### config.mk
export PLATFORM = sky130hd
export DESIGN_NAME = cmd_uart_link_flat
export DESIGN_NICKNAME = d
export VERILOG_FILES = /design/src/rtl/cmd_uart_link_if.sv /design/src/rtl/cmd_uart_link.sv /design/src/flat_wrapper.sv
export SDC_FILE = /design/constraint.sdc
export NUM_CORES = 1
export LEC_CHECK = 0
export BUFFER_PORTS_ARGS = -buffer_cell sky130_fd_sc_hd__buf_2
export CAP_MARGIN = 5
export CORE_UTILIZATION = 45
export CTS_CLUSTER_DIAMETER = 60
export DETAILED_ROUTE_END_ITERATION = 16
export GPL_TIMING_DRIVEN = 0
export PLACE_DENSITY = 0.68
export SLEW_MARGIN = 25
export SYNTH_ARGS = -nofsm -noshare
export SYNTH_HDL_FRONTEND = slang
export SYNTH_SLANG_ARGS = --single-unit
### constraint.sdc
create_clock -name clk -period 2 [get_ports clk]
set_clock_uncertainty 0.15 [all_clocks]
set_input_delay 0 -clock clk [delete_from_list [all_inputs] [get_ports clk]]
set_output_delay 0 -clock clk [all_outputs]
set_load 0.01 [all_outputs]
### src/rtl/cmd_uart_link_if.sv
// ---------------------------------------------------------------------------
// cmd_uart_link_if
//   Parallel-side interface of the command UART link: the assembled 16-bit
//   command with its ready/acknowledge pair, and the response byte with its
//   transmit strobe and done flag.
//
//   Signals
//     cmd          [15:0] assembled command (first byte in [15:8])
//     cmd_rdy             cmd holds a complete command
//     clr_cmd_rdy         single-cycle acknowledge of cmd from the consumer
//     resp         [7:0]  response byte to send
//     trmt                single-cycle strobe that starts sending resp
//     tx_done             the last requested response byte has been sent
//
//   Modports
//     master : the consumer of commands / producer of responses
//     slave  : the link itself (cmd_uart_link)
// ---------------------------------------------------------------------------
interface cmd_uart_link_if;
   logic [15:0] cmd;
   logic        cmd_rdy;
   logic        clr_cmd_rdy;
   logic [7:0]  resp;
   logic        trmt;
   logic        tx_done;

   modport master (
      input  cmd, cmd_rdy, tx_done,
      output clr_cmd_rdy, resp, trmt
   );

   modport slave (
      output cmd, cmd_rdy, tx_done,
      input  clr_cmd_rdy, resp, trmt
   );
endinterface

### src/rtl/cmd_uart_link.sv
// ---------------------------------------------------------------------------
// cmd_uart_link
//   Full-duplex 8N1 UART link. The receive path assembles two bytes into a
//   16-bit command (high byte first); the transmit path sends one response
//   byte per trmt strobe. Both paths run independently.
//
//   Parameters
//     BAUD_DIV  clk cycles per UART bit (2604 = 19200 baud at 50 MHz)
//     TMO_W     the assembler abandons a lone high byte after 2**TMO_W
//               cycles without a low byte
//
//   Ports
//     clk    system clock, rising edge
//     rst_n  asynchronous active-low reset
//     RX     serial command line, idles high, asynchronous to clk
//     TX     serial response line, idles high
//     link   cmd_uart_link_if.slave (cmd, cmd_rdy, clr_cmd_rdy, resp,
//            trmt, tx_done)
// ---------------------------------------------------------------------------
module cmd_uart_link #(
   parameter int BAUD_DIV = 2604,
   parameter int TMO_W    = 20
) (
   input  logic           clk,
   input  logic           rst_n,
   input  logic           RX,
   output logic           TX,
   cmd_uart_link_if.slave link
);

   localparam int                BAUD_W    = $clog2(BAUD_DIV);
   localparam logic [BAUD_W-1:0] HALF_BIT  = BAUD_W'(BAUD_DIV / 2);
   localparam logic [BAUD_W-1:0] LAST_TICK = BAUD_W'(BAUD_DIV - 1);

   typedef enum logic {RX_IDLE, RX_RECV}         rx_state_t;
   typedef enum logic {ASM_WAIT_HI, ASM_WAIT_LO} asm_state_t;
   typedef enum logic {TX_IDLE, TX_XMIT}         tx_state_t;

   // ------------------------------------------------------------------------
   // RX synchronizer and line-idle qualifier
   // ------------------------------------------------------------------------
   logic       rx_meta;
   logic       rx_sync;
   logic [1:0] rx_high_cnt;
   logic       rx_armed;

   // NOTE: sequential state is always assigned with <= so every flop samples
   // the pre-edge value of its inputs regardless of process ordering.
   // NOTE: the synchronizer presets to 1 (line idle) so reset never looks
   // like a start bit.
   always_ff @(posedge clk or negedge rst_n) begin
      if (!rst_n) begin
         rx_meta <= 1'b1;
         rx_sync <= 1'b1;
      end else begin
         rx_meta <= RX;
         rx_sync <= rx_meta;
      end
   end

   // A start is only accepted after the line has been seen high for three
   // consecutive cycles. The preset synchronizer shows "high" for at most two
   // cycles after reset, so a line that is still low mid-frame when reset
   // releases cannot start a bogus frame; a genuine falling edge is required.
   always_ff @(posedge clk or negedge rst_n) begin
      if (!rst_n)                   rx_high_cnt <= '0;
      else if (!rx_sync)            rx_high_cnt <= '0;
      else if (rx_high_cnt != 2'd3) rx_high_cnt <= rx_high_cnt + 2'd1;
   end

   assign rx_armed = (rx_high_cnt == 2'd3);

   // ------------------------------------------------------------------------
   // Receiver FSM
   // ------------------------------------------------------------------------
   rx_state_t         rx_state, rx_next;
   logic [BAUD_W-1:0] rx_baud_cnt;
   logic [3:0]        rx_bit_cnt;   // 0 = start, 1..8 = data, 9 = stop
   logic [7:0]        rx_shift;
   logic              rx_start, rx_sample, rx_abort, rx_last, byte_vld;

   always_ff @(posedge clk or negedge rst_n) begin
      if (!rst_n) rx_state <= RX_IDLE;
      else        rx_state <= rx_next;
   end

   // NOTE: every output of a combinational block gets a default first, so no
   // path through the case leaves it unassigned and no latch is inferred.
   always_comb begin
      rx_next = rx_state;
      case (rx_state)
         RX_IDLE: if (rx_start)            rx_next = RX_RECV;
         RX_RECV: if (rx_abort || rx_last) rx_next = RX_IDLE;
         default:                          rx_next = RX_IDLE;
      endcase
   end

   always_comb begin
      rx_start  = 1'b0;
      rx_sample = 1'b0;
      rx_abort  = 1'b0;
      rx_last   = 1'b0;
      byte_vld  = 1'b0;
      case (rx_state)
         RX_IDLE: rx_start = rx_armed && !rx_sync;
         RX_RECV: begin
            rx_sample = (rx_baud_cnt == '0);
            // Start bit read back high: it was a glitch, not a frame.
            rx_abort  = rx_sample && (rx_bit_cnt == 4'd0) && rx_sync;
            rx_last   = rx_sample && (rx_bit_cnt == 4'd9);
            // A low stop bit is a framing error; the byte is dropped.
            byte_vld  = rx_last && rx_sync;
         end
         default: ;
      endcase
   end

   always_ff @(posedge clk or negedge rst_n) begin
      if (!rst_n) begin
         rx_baud_cnt <= '0;
         rx_bit_cnt  <= '0;
         rx_shift    <= '0;
      end else if (rx_start) begin
         // Half a bit lands the first sample mid-way through the start bit.
         rx_baud_cnt <= HALF_BIT;
         rx_bit_cnt  <= '0;
      end else if (rx_state == RX_RECV) begin
         if (rx_sample) begin
            rx_baud_cnt <= LAST_TICK;
            rx_bit_cnt  <= rx_bit_cnt + 4'd1;
            if (rx_bit_cnt != 4'd0 && rx_bit_cnt <= 4'd8)
               rx_shift <= {rx_sync, rx_shift[7:1]};   // LSB first
         end else begin
            rx_baud_cnt <= rx_baud_cnt - BAUD_W'(1);
         end
      end
   end

   // ------------------------------------------------------------------------
   // Command assembler FSM
   // ------------------------------------------------------------------------
   asm_state_t       asm_state, asm_next;
   logic [TMO_W-1:0] tmo_cnt;
   logic [7:0]       hi_byte;
   logic             store_hi, store_lo, asm_tmo;

   always_ff @(posedge clk or negedge rst_n) begin
      if (!rst_n) asm_state <= ASM_WAIT_HI;
      else        asm_state <= asm_next;
   end

   always_comb begin
      asm_next = asm_state;
      case (asm_state)
         ASM_WAIT_HI: if (byte_vld)            asm_next = ASM_WAIT_LO;
         ASM_WAIT_LO: if (byte_vld || asm_tmo) asm_next = ASM_WAIT_HI;
         default:                              asm_next = ASM_WAIT_HI;
      endcase
   end

   always_comb begin
      store_hi = 1'b0;
      store_lo = 1'b0;
      asm_tmo  = 1'b0;
      case (asm_state)
         ASM_WAIT_HI: store_hi = byte_vld;
         ASM_WAIT_LO: begin
            store_lo = byte_vld;
            asm_tmo  = !byte_vld && (tmo_cnt == '1);
         end
         default: ;
      endcase
   end

   always_ff @(posedge clk or negedge rst_n) begin
      if (!rst_n) begin
         tmo_cnt      <= '0;
         hi_byte      <= '0;
         link.cmd     <= '0;
         link.cmd_rdy <= 1'b0;
      end else begin
         // Counts cycles spent waiting for the low byte; wraps to 0 on timeout.
         if (asm_state == ASM_WAIT_LO && !store_lo) tmo_cnt <= tmo_cnt + TMO_W'(1);
         else                                       tmo_cnt <= '0;

         if (store_hi) hi_byte <= rx_shift;

         // cmd only changes as a whole, so it holds while cmd_rdy is high.
         if (store_lo) link.cmd <= {hi_byte, rx_shift};

         // Setting has priority over the consumer's acknowledge.
         if (store_lo)                          link.cmd_rdy <= 1'b1;
         else if (store_hi || link.clr_cmd_rdy) link.cmd_rdy <= 1'b0;
      end
   end

   // ------------------------------------------------------------------------
   // Transmitter FSM
   // ------------------------------------------------------------------------
   tx_state_t         tx_state, tx_next;
   logic [BAUD_W-1:0] tx_baud_cnt;
   logic [3:0]        tx_bit_cnt;
   logic [9:0]        tx_shift;
   logic              tx_load, tx_tick, tx_end;

   always_ff @(posedge clk or negedge rst_n) begin
      if (!rst_n) tx_state <= TX_IDLE;
      else        tx_state <= tx_next;
   end

   always_comb begin
      tx_next = tx_state;
      case (tx_state)
         TX_IDLE: if (tx_load) tx_next = TX_XMIT;
         TX_XMIT: if (tx_end)  tx_next = TX_IDLE;
         default:              tx_next = TX_IDLE;
      endcase
   end

   always_comb begin
      tx_load = 1'b0;
      tx_tick = 1'b0;
      tx_end  = 1'b0;
      case (tx_state)
         // trmt outside IDLE is ignored by construction.
         TX_IDLE: tx_load = link.trmt;
         TX_XMIT: begin
            tx_tick = (tx_baud_cnt == LAST_TICK);
            tx_end  = tx_tick && (tx_bit_cnt == 4'd9);
         end
         default: ;
      endcase
   end

   always_ff @(posedge clk or negedge rst_n) begin
      if (!rst_n) begin
         tx_shift     <= '1;   // line idles high
         tx_baud_cnt  <= '0;
         tx_bit_cnt   <= '0;
         link.tx_done <= 1'b0;
      end else begin
         if (tx_load) begin
            tx_shift    <= {1'b1, link.resp, 1'b0};
            tx_baud_cnt <= '0;
            tx_bit_cnt  <= '0;
         end else if (tx_state == TX_XMIT) begin
            if (tx_tick) begin
               tx_baud_cnt <= '0;
               tx_bit_cnt  <= tx_bit_cnt + 4'd1;
               tx_shift    <= {1'b1, tx_shift[9:1]};
            end else begin
               tx_baud_cnt <= tx_baud_cnt + BAUD_W'(1);
            end
         end

         if (tx_load)     link.tx_done <= 1'b0;
         else if (tx_end) link.tx_done <= 1'b1;
      end
   end

   assign TX = tx_shift[0];

endmodule
### src/flat_wrapper.sv
// flat-port wrapper written by rule: the top's interface ports become plain ports
module cmd_uart_link_flat 
#(
   parameter int BAUD_DIV = 2604,
   parameter int TMO_W    = 20
)
  (clk, rst_n, RX, TX, link_cmd, link_cmd_rdy, link_tx_done, link_clr_cmd_rdy, link_resp, link_trmt);
  cmd_uart_link_if link_i ();
  input  logic clk;
  input  logic rst_n;
  input  logic RX;
  output logic TX;
  output wire logic [$bits(link_i.cmd)-1:0] link_cmd;
  output wire logic [$bits(link_i.cmd_rdy)-1:0] link_cmd_rdy;
  output wire logic [$bits(link_i.tx_done)-1:0] link_tx_done;
  input wire logic [$bits(link_i.clr_cmd_rdy)-1:0] link_clr_cmd_rdy;
  input wire logic [$bits(link_i.resp)-1:0] link_resp;
  input wire logic [$bits(link_i.trmt)-1:0] link_trmt;
  assign link_cmd = link_i.cmd;
  assign link_cmd_rdy = link_i.cmd_rdy;
  assign link_tx_done = link_i.tx_done;
  assign link_i.clr_cmd_rdy = link_clr_cmd_rdy;
  assign link_i.resp = link_resp;
  assign link_i.trmt = link_trmt;
  cmd_uart_link #(.BAUD_DIV(BAUD_DIV), .TMO_W(TMO_W)) u_core (.clk(clk), .rst_n(rst_n), .RX(RX), .TX(TX), .link(link_i));
endmodule
* Word-level counts from Yosys, hierarchy flattened
Cells that the tools add are included.
** Word-level totals
- Output and inout port bits :: 19
- Bits of input ports :: 13
- Register bits :: 103
- Word-level logic and storage cells :: 104
** Operators by class
- Mux-type cells :: 42
- Reductions and logical operators :: 27
- Order comparisons :: 1
- Add/sub/neg operators :: 6
- Bitwise gates (word level) :: 4
- Eq/ne operators :: 7
** Operators by type and width (count)
- 2-to-1 mux 12 bit :: 6
- 2-to-1 mux 10 bit :: 3
- 2-to-1 mux 4 bit :: 6
- 2-to-1 mux 1 bit :: 21
- adder 20 x 1 -> 20 bit (second input constant) :: 1
- equality test 20 bit (second input constant) :: 1
- 2-to-1 mux 20 bit :: 1
- adder 12 x 1 -> 12 bit (second input constant) :: 1
- equality test 12 bit (second input constant) :: 1
- zero test 12 bit :: 1
- nonzero test 2 bit :: 6
- subtractor 12 x 1 -> 12 bit (second input constant) :: 1
- logical AND 1 bit :: 9
- adder 4 x 1 -> 4 bit (second input constant) :: 2
- equality test 4 bit (second input constant) :: 2
- case mux 1 bit (2 select lines) :: 3
- less-or-equal comparator 4 bit (second input constant) :: 1
- zero test 4 bit :: 1
- 2-to-1 mux 2 bit :: 2
- != test 2 bit (second input constant) :: 2
- inverter 1 bit :: 4
- AND reduction 2 bit :: 2
- AND reduction 4 bit :: 1
- nonzero test 4 bit :: 1
- 4 further kinds :: 8

* Depth between registers and ports, before layout
Gate-level depths: netlist (run 1).
- Depth after elaboration :: 10
- Gate-level depth with buffers :: 8
- Depth with buffers taken out :: 6

* Worst setup path after synthesis (run 1)
Ideal clock, no wire load.
- Kind :: register to register
- Start point :: register u_core.rx_baud_cnt[0]
- End point :: register u_core.link.cmd[10]
- Path buffers :: 2
- Library setup time :: 0.125 ns
- Cell stages (with the launch flop) :: 9
- Period minus slack after synthesis :: 2.019 ns
- Slack :: -0.019 ns
- Arrival time :: 1.744 ns
- Required time :: 1.725 ns
- Cell sequence :: dfrtp_1 inv_1 ha_1 and4bb_2 and4_1 buf_6 nand3_4 buf_6 mux2_4
** On the way
- Longest elaborated chain between the ends :: 5
** Ends and longest elaborated chain
- from (decl) :: line cmd_uart_link.sv:77 : logic [BAUD_W-1:0] rx_baud_cnt;
- from (signal assigned) :: line cmd_uart_link.sv:134 : rx_baud_cnt <= rx_baud_cnt - BAUD_W'(1);
- zero test 12 bit :: line cmd_uart_link.sv:107 : rx_sample = (rx_baud_cnt == '0);
- logical AND 1 bit :: line cmd_uart_link.sv:110 : rx_last = rx_sample && (rx_bit_cnt == 4'd9);
- logical AND 1 bit :: line cmd_uart_link.sv:112 : byte_vld = rx_last && rx_sync;
- 2-to-1 mux 1 bit :: line cmd_uart_link.sv:104 : case (rx_state)
- 2-to-1 mux 1 bit :: line cmd_uart_link.sv:165 : case (asm_state)
- to (signal assigned) :: line cmd_uart_link.sv:189 : if (store_lo) link.cmd <= {hi_byte, rx_shift};
- to (decl) :: line cmd_uart_link_if.sv:33 : output cmd, cmd_rdy, tx_done,
No other way between the ends.
A chain may end at the register's enable or synchronous reset.

* Worst setup path in the final report (run 1)
- Start point :: register u_core.rx_baud_cnt[1]
- End point :: register u_core.link.cmd[5]
Same word-level chain as after synthesis.

==> key figures, run 1 <==
Status
  • Outcome: complete, but fails checks
  • Failing checks: negative setup slack

Pwr
  • Psw: 1.595 mW
  • Pwr Total: 5.062 mW
  • Seq pwr share: 50.8%
  • Clk network pwr share: 27.1%
  • P per Cell Area: 876.2 nW/um2
  • P_int: 3.467 mW
  • Switching Fraction: 31.51%
  • VDD IR-drop max: 0.0006742 V
  • LEAKAGE: 2.671 nW
  • Combinational share of power: 22.1%

Route
  • Vias: 3418
  • DRT Wirelength: 9.309 mm
  • DR pass1 iterations: 5
  • Post-route DRC: 0
  • Initial DRC Count: 179
  • Remaining antenna violation count after routing: 0
  • WL/cell: 14.64 um
  • Via density: 5.374

Layout
  • Sequential cell area: 2569 um2
  • Final nets: 518
  • Inserted Diodes: 0
  • Synth-to-Final Area Change: 21.69%
  • Share of cells above drive strength 1: 29.80%
  • Area of the multi-input gates: 2148 um2
  • Final Util: 56.21%
  • Fillers: 865
  • Design area: 5777 um2

Global routing
  • Gr usage total: 18.11%
  • Number of global-route vias before repair: 3348
  • Largest net degree at the start of global routing: 78
  • Initial antenna violation count: 0
  • Total global routing overflow: 0
  • First-pass GRT wire length: 15.74 mm

Synthesis
  • Synth Register Bits: 102
  • Distinct cells, synth: 54
  • Dominant synthesized flop cell: dfrtp_1
  • Number of synthesized flops with an enable pin: 0
  • Post-synth net total: 440
  • Sequential area share after synthesis: 54.06%
  • Async SR Flop Fraction: 100.0%
  • Cells after synthesis: 417
  • Post-Synthesis Cell Area: 4747 um2
  • Synth Area per Inst: 11.38 um2
  • YS warnings: 0

Floorplanning
  • Die area: 10960 um2
  • Rows: 37
  • Die Wd: 104.7 um
  • Starting Density: 46.19%
  • Die Height: 104.7 um
  • IO Pins: 32
  • Core Region: 10280 um2

Timing
  • Final setup violation count: 24
  • Slew Viols, Final: 0
  • RSZ-0062 raised after global routing: yes
  • Setup TNS: -0.9442 ns
  • Final min period: 2.064 ns
  • Worst Tran Pin Value: 0.5113 ns
  • Final hold violations: 0
  • Final worst-path cycle share: 103.2%
  • Fmax: 0.4846 GHz
  • PnR worst setup slack: -0.06376 ns
  • Max-slew headroom: 65.42%

Clock tree
  • CTS max path bufs: 2
  • CTS root buf: clkbuf_8
  • CTS buffer count: 9
  • CTS sink count: 102
  • Clock Latency Late Sink: 0.37 ns
  • Clock-pin slew on the worst setup and hold paths: 0.11 ns
  • H-tree levels: 3
  • CTS tree: built

Critical path
  • Worst Path Required: 2.12 ns
  • Flop-to-flop setup slack: -0.06 ns
  • Data arrival, critical path: 2.18 ns
  • Setup crit start kind: flip-flop
  • Setup crit end kind: flip-flop
  • WS Path Type: reg2reg
  • Max FO, Critical Path: 5

Job
  • MaxCap Viol Count: 0

Place
  • GP Congestion: 0.8197
  • HPWL Detailed: 5.849 mm
  • IO Port Bufs: 31
  • Placed Area: 5110 um2

Worst hold path
  • Class of the worst hold path: in2async
cell type report:
| class | instances | area share, % |
|---|---|---|
| multi-input combinational | 286 | 37.19 |
| tap | 136 | 2.946 |
| clock inverter | 7 | 1.581 |
| clock buffer | 9 | 2.144 |
| buffer | 15 | 1.754 |
| timing repair buffer | 67 | 9.010 |
| inverter | 14 | 0.9097 |
| sequential | 102 | 44.47 |
placed cells by master, fill, tap and decap left out, types with 3 or more instances in the layout:
master / synthesis / routed
xnor2_1: 10 / 10
nor4_1: 5 / 4
nor3_1: 3 / 3
clkbuf_1: 5 / 4
ha_1: 10 / 8
and3_1: 3 / 3
o311ai_0: 4 / 4
mux2_4: 9 / 9
and4_1: 6 / 5
xor2_1: 17 / 17
buf_4: 0 / 18
nor4bb_4: 0 / 3
nor3_4: 2 / 3
o211ai_1: 4 / 4
clkbuf_8: 0 / 9
mux2i_1: 9 / 9
a21oi_1: 11 / 11
dfrtp_1: 91 / 89
dlygate4sd3_1: 0 / 14
nand3_1: 15 / 14
nor2b_1: 5 / 4
buf_2: 7 / 36
nor2_1: 37 / 36
o21ai_0: 22 / 20
nand4_1: 13 / 13
dfstp_2: 11 / 11
inv_1: 14 / 12
nand2_1: 33 / 32
or3_1: 7 / 7
mux2_2: 23 / 23
buf_6: 2 / 4
a31oi_1: 3 / 3
per-layer routing:
metal  share of wire (%)  wire length [um]  vias to the layer above  global-route usage (%)
met5                   0                 0                        -                       0
met3                 3.2               299                       12                   4.928
met4                 1.3               123                        0                   5.231
met1                  45              4199                     1695                   22.43
met2                  50              4687                       58                   30.98
li1                    -                 -                     1653                       -
cells by family after synthesis:
kind of cell,count (synthesis),share of synthesized area (%)
compound gates,61,8.250
xor+xnor,27,4.981
fa+ha+maj,10,2.636
buf+inv,29,2.794
flops,102,54.06
mux,41,10.20
simple gates,147,17.08
critical path, cell delays in order, from the launching register on:
cell,delay [ns]
dfrtp_1,0.40
inv_2,0.09
ha_4,0.12
and4bb_2,0.27
and4_1,0.21
buf_6,0.12
nand3_4,0.13
buf_16,0.18
mux2_4,0.30
path summary, 6_finish.rpt:
path                                             from                  to  cells past startpoint
worst max-delay path            u_core.rx_baud_cnt[1]  u_core.link.cmd[5]                      8
worst min-delay path                            rst_n  u_core.tmo_cnt[13]                      3
worst max register to register  u_core.rx_baud_cnt[1]  u_core.link.cmd[5]                      8
worst min register to register         u_core.rx_meta      u_core.rx_sync                      0
max in group asynchronous                       rst_n  u_core.tx_shift[0]                      3
min in group clk                                   RX      u_core.rx_meta                      2
Yosys cell counts (2+ instances only):
master	number	area, um2
a31oi_1	3	18.77
inv_1	14	52.55
o2111ai_1	2	17.52
and3_1	3	18.77
and4_1	6	52.55
ha_1	10	125.1
a31o_2	2	17.52
o311ai_0	4	35.03
or2_2	2	12.51
dfstp_2	11	289.0
buf_6	2	22.52
dfrtp_1	91	2277
nand3_1	15	75.07
nor3_1	3	15.01
nor2_1	37	138.9
mux2_4	9	135.1
xnor2_1	10	87.58
o21ai_0	22	110.1
nor3_4	2	32.53
nor4b_1	2	17.52
o31ai_1	2	15.01
clkbuf_1	5	18.77
or3_1	7	43.79
buf_2	7	35.03
nor4_1	5	31.28
nor2b_1	5	31.28
nor4bb_1	4	40.04
nand2_1	33	123.9
and2_1	2	12.51
mux2_2	23	259.0
a21oi_1	11	55.05
a211oi_1	2	15.01
nand4_1	13	81.33
o211ai_1	4	30.03
xor2_1	17	148.9
mux2i_1	9	90.09
power by group through the flow:
stage          Combinational [mW]  Clock, mW  Sequential [mW]
2_1_floorplan               0.620          0             2.53
3_3_place_gp                0.772          0             2.57
3_5_place_dp                0.813          0             2.58
4_1_cts                     0.992       1.42             2.56
5_1_grt                      1.25       1.50             2.60
6_report                     1.12       1.37             2.57
metrics by stage:
| stage | std cells | worst slack, ns | hold slack, ns |
|---|---|---|---|
| finish | 636 | -0.06376 | 0.04389 |
| CTS | 629 | -0.03821 | 0.06114 |
| global placement | 584 | -0.2789 | -0.04551 |
| floorplan | 417 | -0.002077 | -0.4456 |
| detailed placement | 585 | -0.2749 | -0.2662 |
| global route | 636 | -0.1259 | 0.09163 |
registers in the layout (all words and copies together) (netlist names), 2 cells and up:
| register | flops |
|---|---|
| u_core.hi_byte | 8 |
| u_core.link.cmd | 16 |
| u_core.rx_baud_cnt | 12 |
| u_core.rx_bit_cnt | 4 |
| u_core.rx_high_cnt | 2 |
| u_core.rx_shift | 8 |
| u_core.tmo_cnt | 20 |
| u_core.tx_baud_cnt | 12 |
| u_core.tx_bit_cnt | 4 |
| u_core.tx_shift | 9 |
repair_timing:
item | in CTS | in global routing
endpoints found under the hold margin | 119 | 0
buffers inserted | 12 | 7
cloned | 1 | 0
gates resized for setup | 20 | 14
hold buffers | 15 | 0
pin swaps | 3 | 3
setup endpoints to repair | 75 | 62
Note: power is estimated with default switching activity, not from simulation.
==> run 2, diff against run 1 <==
- PLACE_DENSITY: 0.68 -> 0.65
- clock period: 2 -> 1.9 ns (I/O delays scaled with it)
==> run 2 against run 1 <==
Net effect:
- the flow still finishes with violations (negative setup slack)
- sequential share of layout area shrank 2.3 points
- first-iteration DRC count shrank 12%
- wire length grew 3.8%
- sequential power grew 7%
- total power grew 8.7%
- sequential cell count is the same
- count of clock-buffer cells in the layout is the same
- highest routed layer unchanged
- die area is the same
- combinational power grew 28%
- largest power group unchanged
==> key figures, run 2 (synthesis results as in run 1) <==
Status
  • Outcome: complete, but fails checks
  • Failing checks: negative setup slack

Place
  • Post-Place Cells: 585
  • HPWL Detailed: 5.850 mm
  • Placed Area: 5116 um2
  • GP Congestion: 0.8011
  • IO Port Bufs: 31

Critical path
  • Worst Path Required: 2.02 ns
  • Setup crit end kind: flip-flop
  • Max FO, Critical Path: 10
  • Flop-to-flop setup slack: -0.12 ns
  • Setup crit start kind: flip-flop
  • R2R Path End: u_core.link.cmd[15]
  • RR Startpoint: u_core.rx_baud_cnt[0]
  • Reg2reg path depth: 7
  • Data arrival, critical path: 2.14 ns
  • WS Path Type: reg2reg

Worst hold path
  • Hold path cells: 2
  • Hold EP: u_core.rx_meta
  • Hold path start: RX
  • Class of the worst hold path: in2reg

Layout
  • Sequential cell area: 2570 um2
  • Share of cells above drive strength 1: 34.91%
  • Final nets: 525
  • Design area: 6088 um2
  • Most common cell after layout, fill and taps aside: dfrtp_1
  • Most frequent cells in the layout: dfrtp_1, nor2_1, buf_2
  • Inserted Diodes: 0
  • Fillers: 843
  • Largest Register: u_core.tmo_cnt
  • Top flop regs: u_core.tmo_cnt (20), u_core.link.cmd (16)
  • Largest register FFs: 20
  • Synth-to-Final Area Change: 28.26%
  • Final cell count without fillers: 643
  • Area of the multi-input gates: 2366 um2

Timing
  • PnR worst setup slack: -0.1164 ns
  • Setup TNS: -3.074 ns
  • Worst Tran Pin Value: 0.5360 ns
  • Final hold violations: 0
  • RSZ-0062 raised after global routing: yes
  • Final min period: 2.016 ns
  • Final worst-path cycle share: 106.1%
  • Fmax: 0.4959 GHz
  • Max-slew headroom: 63.94%
  • Final setup violation count: 32
  • Slew Viols, Final: 0

Route
  • DRT Wirelength: 9.663 mm
  • Post-route DRC: 0
  • Vias: 3408
  • Via density: 5.300
  • Initial DRC Count: 157
  • DR pass1 iterations: 5
  • Remaining antenna violation count after routing: 0
  • WL/cell: 15.03 um

Clock tree
  • H-tree levels: 3
  • Clock Latency Late Sink: 0.38 ns
  • CTS max path bufs: 2
  • CTS sink count: 102
  • CTS tree: built
  • Clock-pin slew on the worst setup and hold paths: 0.10 ns
  • CTS root buf: clkbuf_8
  • CTS buffer count: 9

Global routing
  • First-pass GRT wire length: 16.37 mm
  • Number of global-route vias before repair: 3454
  • Largest net degree at the start of global routing: 76
  • Total global routing overflow: 0
  • Gr usage total: 18.63%
  • Initial antenna violation count: 0

Floorplanning
  • Core Region: 10280 um2
  • Starting Density: 46.19%
  • Die Wd: 104.7 um
  • Die Height: 104.7 um
  • Die area: 10960 um2
  • IO Pins: 32
  • Rows: 37

Pwr
  • P per Cell Area: 903.7 nW/um2
  • VDD IR-drop max: 0.0008907 V
  • LEAKAGE: 2.786 nW

Job
  • MaxCap Viol Count: 0
[run 2: cell type report]
class	instances	share of cell area, %
buffer	13	1.788
clock buffer	9	2.035
clock inverter	7	1.192
inverter	14	0.8631
multi-input combinational	286	38.86
sequential	102	42.21
tap	136	2.795
timing repair buffer	76	10.25
[run 2: worst max-delay path by stage]
stage	startpoint	to	slack, ns
final	u_core.rx_baud_cnt[0]	u_core.link.cmd[15]	-0.12
after global routing	u_core.rx_baud_cnt[0]	u_core.link.cmd[11]	-0.18
after CTS	u_core.rx_baud_cnt[0]	u_core.link.cmd[5]	-0.14
after detailed placement	u_core.rx_baud_cnt[1]	u_core.hi_byte[4]	-0.35
after global placement	rst_n	u_core.hi_byte[4]	-0.42
after floorplan	u_core.rx_baud_cnt[0]	u_core.link.cmd[10]	-0.10
[run 2: repair_timing]
item,4_1_cts,5_1_grt
setup buffers,23,9
gates resized for setup,44,52
hold endpoints to repair,109,0
hold buffers,14,0
setup endpoints to repair,94,73
pin swaps,6,14
[run 2: critical path: stages (launching register included)]
cell      delay, ns
dfrtp_1        0.41
inv_2          0.09
ha_4           0.12
and4bb_2       0.28
and4_4         0.27
nand3_4        0.10
buf_12         0.17
mux2_4         0.29
[run 2: routing by layer]
metal	wire, um	track usage (%)	share of wire (%)	up-vias
met5	0	0	0	-
met4	108	5.936	1.1	0
met3	299	4.991	3.1	9
met2	4638	29.66	48	33
met1	4617	24.85	48	1699
li1	-	-	-	1667
[run 2: power by group]
part           switching [mW]  internal (mW)  leakage [nW]
clock                   0.817          0.504        0.0876
combinational           0.681          0.753          1.38
sequential              0.328           2.42          1.32
[run 2: through the flow]
stage	power (mW)	util, %	worst slack, ns	hold slack (ns)
finish	5.502	59.24	-0.1164	0.1104
global route	5.837	59.24	-0.1750	0.09021
CTS	5.304	56.82	-0.1356	0.08621
detailed placement	3.577	49.78	-0.3483	-0.2545
global placement	3.522	49.45	-0.4153	-0.04468
floorplan	3.312	-	-0.1021	-0.4456
==> run 3, diff against run 2 <==
- SKIP_LAST_GASP: default -> 1
==> run 3 against run 2 <==
Net effect:
- the run still ends with negative setup slack left
- count of clock-buffer cells in the layout did not move
- sequential share of layout area increased by 0.31 points
- via count increased by 0.53%
- non-clock buffer count unchanged
- die area did not move
- fmax barely moved
- global-route usage about the same
- wire length decreased by 0.84%
- core utilization decreased by 0.44 points
- design area is 0.74% lower
- first-iteration DRC count is 7.6% lower
==> key figures, run 3 (synthesis results as in run 1) <==
Place
  • GP Congestion: 0.8011
  • Post-Place Cells: 585
  • IO Port Bufs: 31
  • HPWL Detailed: 5.850 mm
  • Placed Area: 5116 um2

Critical path
  • R2R Path End: u_core.link.cmd[15]
  • Crit path to: u_core.link.cmd[15]
  • Buffers & Inverters on Critical Path: 2
  • Setup crit end kind: flip-flop
  • Reg2reg path depth: 7
  • RR Startpoint: u_core.rx_baud_cnt[0]
  • Crit-path slowest cell: dfrtp_1
  • Critical-path cell list: inv_2 > ha_4 > and4bb_2 > and4_4 > nand3_4 > buf_12 > mux2_4
  • Flop-to-flop setup slack: -0.12 ns
  • Setup crit start kind: flip-flop
  • Max FO, Critical Path: 10
  • WS Path Type: reg2reg
  • Worst Path Required: 2.03 ns
  • CP max stage delay: 0.41 ns
  • Crit path launch: u_core.rx_baud_cnt[0]
  • Data arrival, critical path: 2.14 ns
  • Crit path depth: 7
  • Delay-heaviest family, CP: simple AND/OR/NAND/NOR gates

Clock tree
  • CTS tree: built
  • CTS sink count: 102
  • CTS max path bufs: 2
  • CTS buffer count: 9
  • Clock Latency Late Sink: 0.38 ns
  • Clock-pin slew on the worst setup and hold paths: 0.10 ns
  • CTS root buf: clkbuf_8
  • H-tree levels: 3

Layout
  • Synth-to-Final Area Change: 27.31%
  • Top flop regs: u_core.tmo_cnt (20), u_core.link.cmd (16)
  • Largest register FFs: 20
  • Most common cell after layout, fill and taps aside: dfrtp_1
  • Final cell count without fillers: 643
  • Most frequent cells in the layout: dfrtp_1, nor2_1, buf_2
  • Inserted Diodes: 0
  • Design area: 6043 um2
  • Final nets: 525
  • Share of cells above drive strength 1: 34.12%
  • Largest Register: u_core.tmo_cnt

Global routing
  • Largest net degree at the start of global routing: 76
  • Initial antenna violation count: 0
  • Number of global-route vias before repair: 3455
  • Gr usage total: 18.66%
  • First-pass GRT wire length: 16.42 mm
  • Total global routing overflow: 0

Route
  • DR pass1 iterations: 4
  • Remaining antenna violation count after routing: 0
  • Vias: 3426
  • Post-route DRC: 0
  • WL/cell: 14.90 um
  • Via density: 5.328
  • DRT Wirelength: 9.582 mm
  • Initial DRC Count: 145

Timing
  • Max-slew headroom: 63.88%
  • Worst Tran Pin Value: 0.5368 ns
  • Fmax: 0.4959 GHz
  • Final min period: 2.016 ns
  • Slew Viols, Final: 0
  • RSZ-0062 raised after global routing: yes
  • Final worst-path cycle share: 106.1%
  • Final hold violations: 0
  • PnR worst setup slack: -0.1164 ns
  • Final setup violation count: 52

Status
  • Failing checks: negative setup slack
  • Outcome: complete, but fails checks

Floorplanning
  • Die area: 10960 um2
  • Die Wd: 104.7 um
  • Rows: 37
  • Starting Density: 46.19%
  • Die Height: 104.7 um
  • IO Pins: 32
  • Core Region: 10280 um2

Worst hold path
  • Class of the worst hold path: in2reg
  • Hold path start: RX

Pwr
  • VDD IR-drop max: 0.0008905 V
  • Pwr Total: 5.493 mW
  • P per Cell Area: 908.9 nW/um2
  • LEAKAGE: 2.772 nW

Job
  • MaxCap Viol Count: 0
[run 3: cell types whose count changed in the layout (fill, tap and decap cells not counted), moves of 2 or more]
cell,before,now
clkbuf_4,2,0
mux2_2,7,14
mux2_4,25,18
o21ai_0,18,20
o21ai_1,3,1
[run 3: how the worst min path moves through the flow]
stage                              endpoint  slack [ns]  cells after the start
after floorplan            u_core.asm_state       -0.45                      0
after global placement       u_core.rx_meta       -0.04                      1
after detailed placement  u_core.tmo_cnt[0]       -0.25                      1
after CTS                    u_core.rx_meta        0.09                      2
after global routing         u_core.rx_meta        0.09                      2
final                        u_core.rx_meta        0.11                      2
[run 3: where the power goes]
part           internal, mW  switching (mW)  total, mW
Clock                 0.504           0.815       1.32
Combinational         0.751           0.677       1.43
Sequential             2.42           0.327       2.75
Total                  3.68            1.82       5.49
[run 3: layer usage]
layer | vias up | track usage, % | routed length, um | share of wire [%]
met2 | 37 | 29.71 | 4626 | 48
met5 | - | 0 | 0 | 0
met1 | 1708 | 24.88 | 4538 | 47
li1 | 1670 | - | - | -
met4 | 0 | 5.936 | 116 | 1.2
met3 | 11 | 4.991 | 300 | 3.1
[run 3: metrics by stage]
stage               setup WS, ns  utilization [%]  setup TNS, ns  hold WS (ns)
floorplan                -0.1021                -         -1.891       -0.4456
global placement         -0.4153            49.45         -50.19      -0.04468
detailed placement       -0.3483            49.78         -15.23       -0.2545
CTS                      -0.1356            56.53         -4.795       0.08621
global route             -0.2078            58.80         -9.016       0.09021
finish                   -0.1164            58.80         -3.857        0.1099
[run 3: final cells by class]
| class | count | area [um2] |
|---|---|---|
| clock buffer | 9 | 123.9 |
| sequential | 102 | 2570 |
| clock inverter | 7 | 72.57 |
| fill | 849 | 4234 |
| inverter | 14 | 52.55 |
| multi-input combinational | 286 | 2327 |
| buffer | 13 | 102.6 |
| timing repair buffer | 76 | 624.3 |
| tap | 136 | 170.2 |
[run 3: repair_timing]
action                                  CTS  global route
hold buffers                             14             0
pin swaps                                 6            14
resized for setup                        36            41
hold endpoints to repair                109             0
gates cloned                              0             0
endpoints found under the setup margin   94            79
buffers inserted                         23             9
[run 3: worst reg2reg max path, cell delays in order, from the launching register on]
cell      delay [ns]
dfrtp_1         0.41
inv_2           0.09
ha_4            0.12
and4bb_2        0.28
and4_4          0.28
nand3_4         0.11
buf_12          0.18
mux2_4          0.30
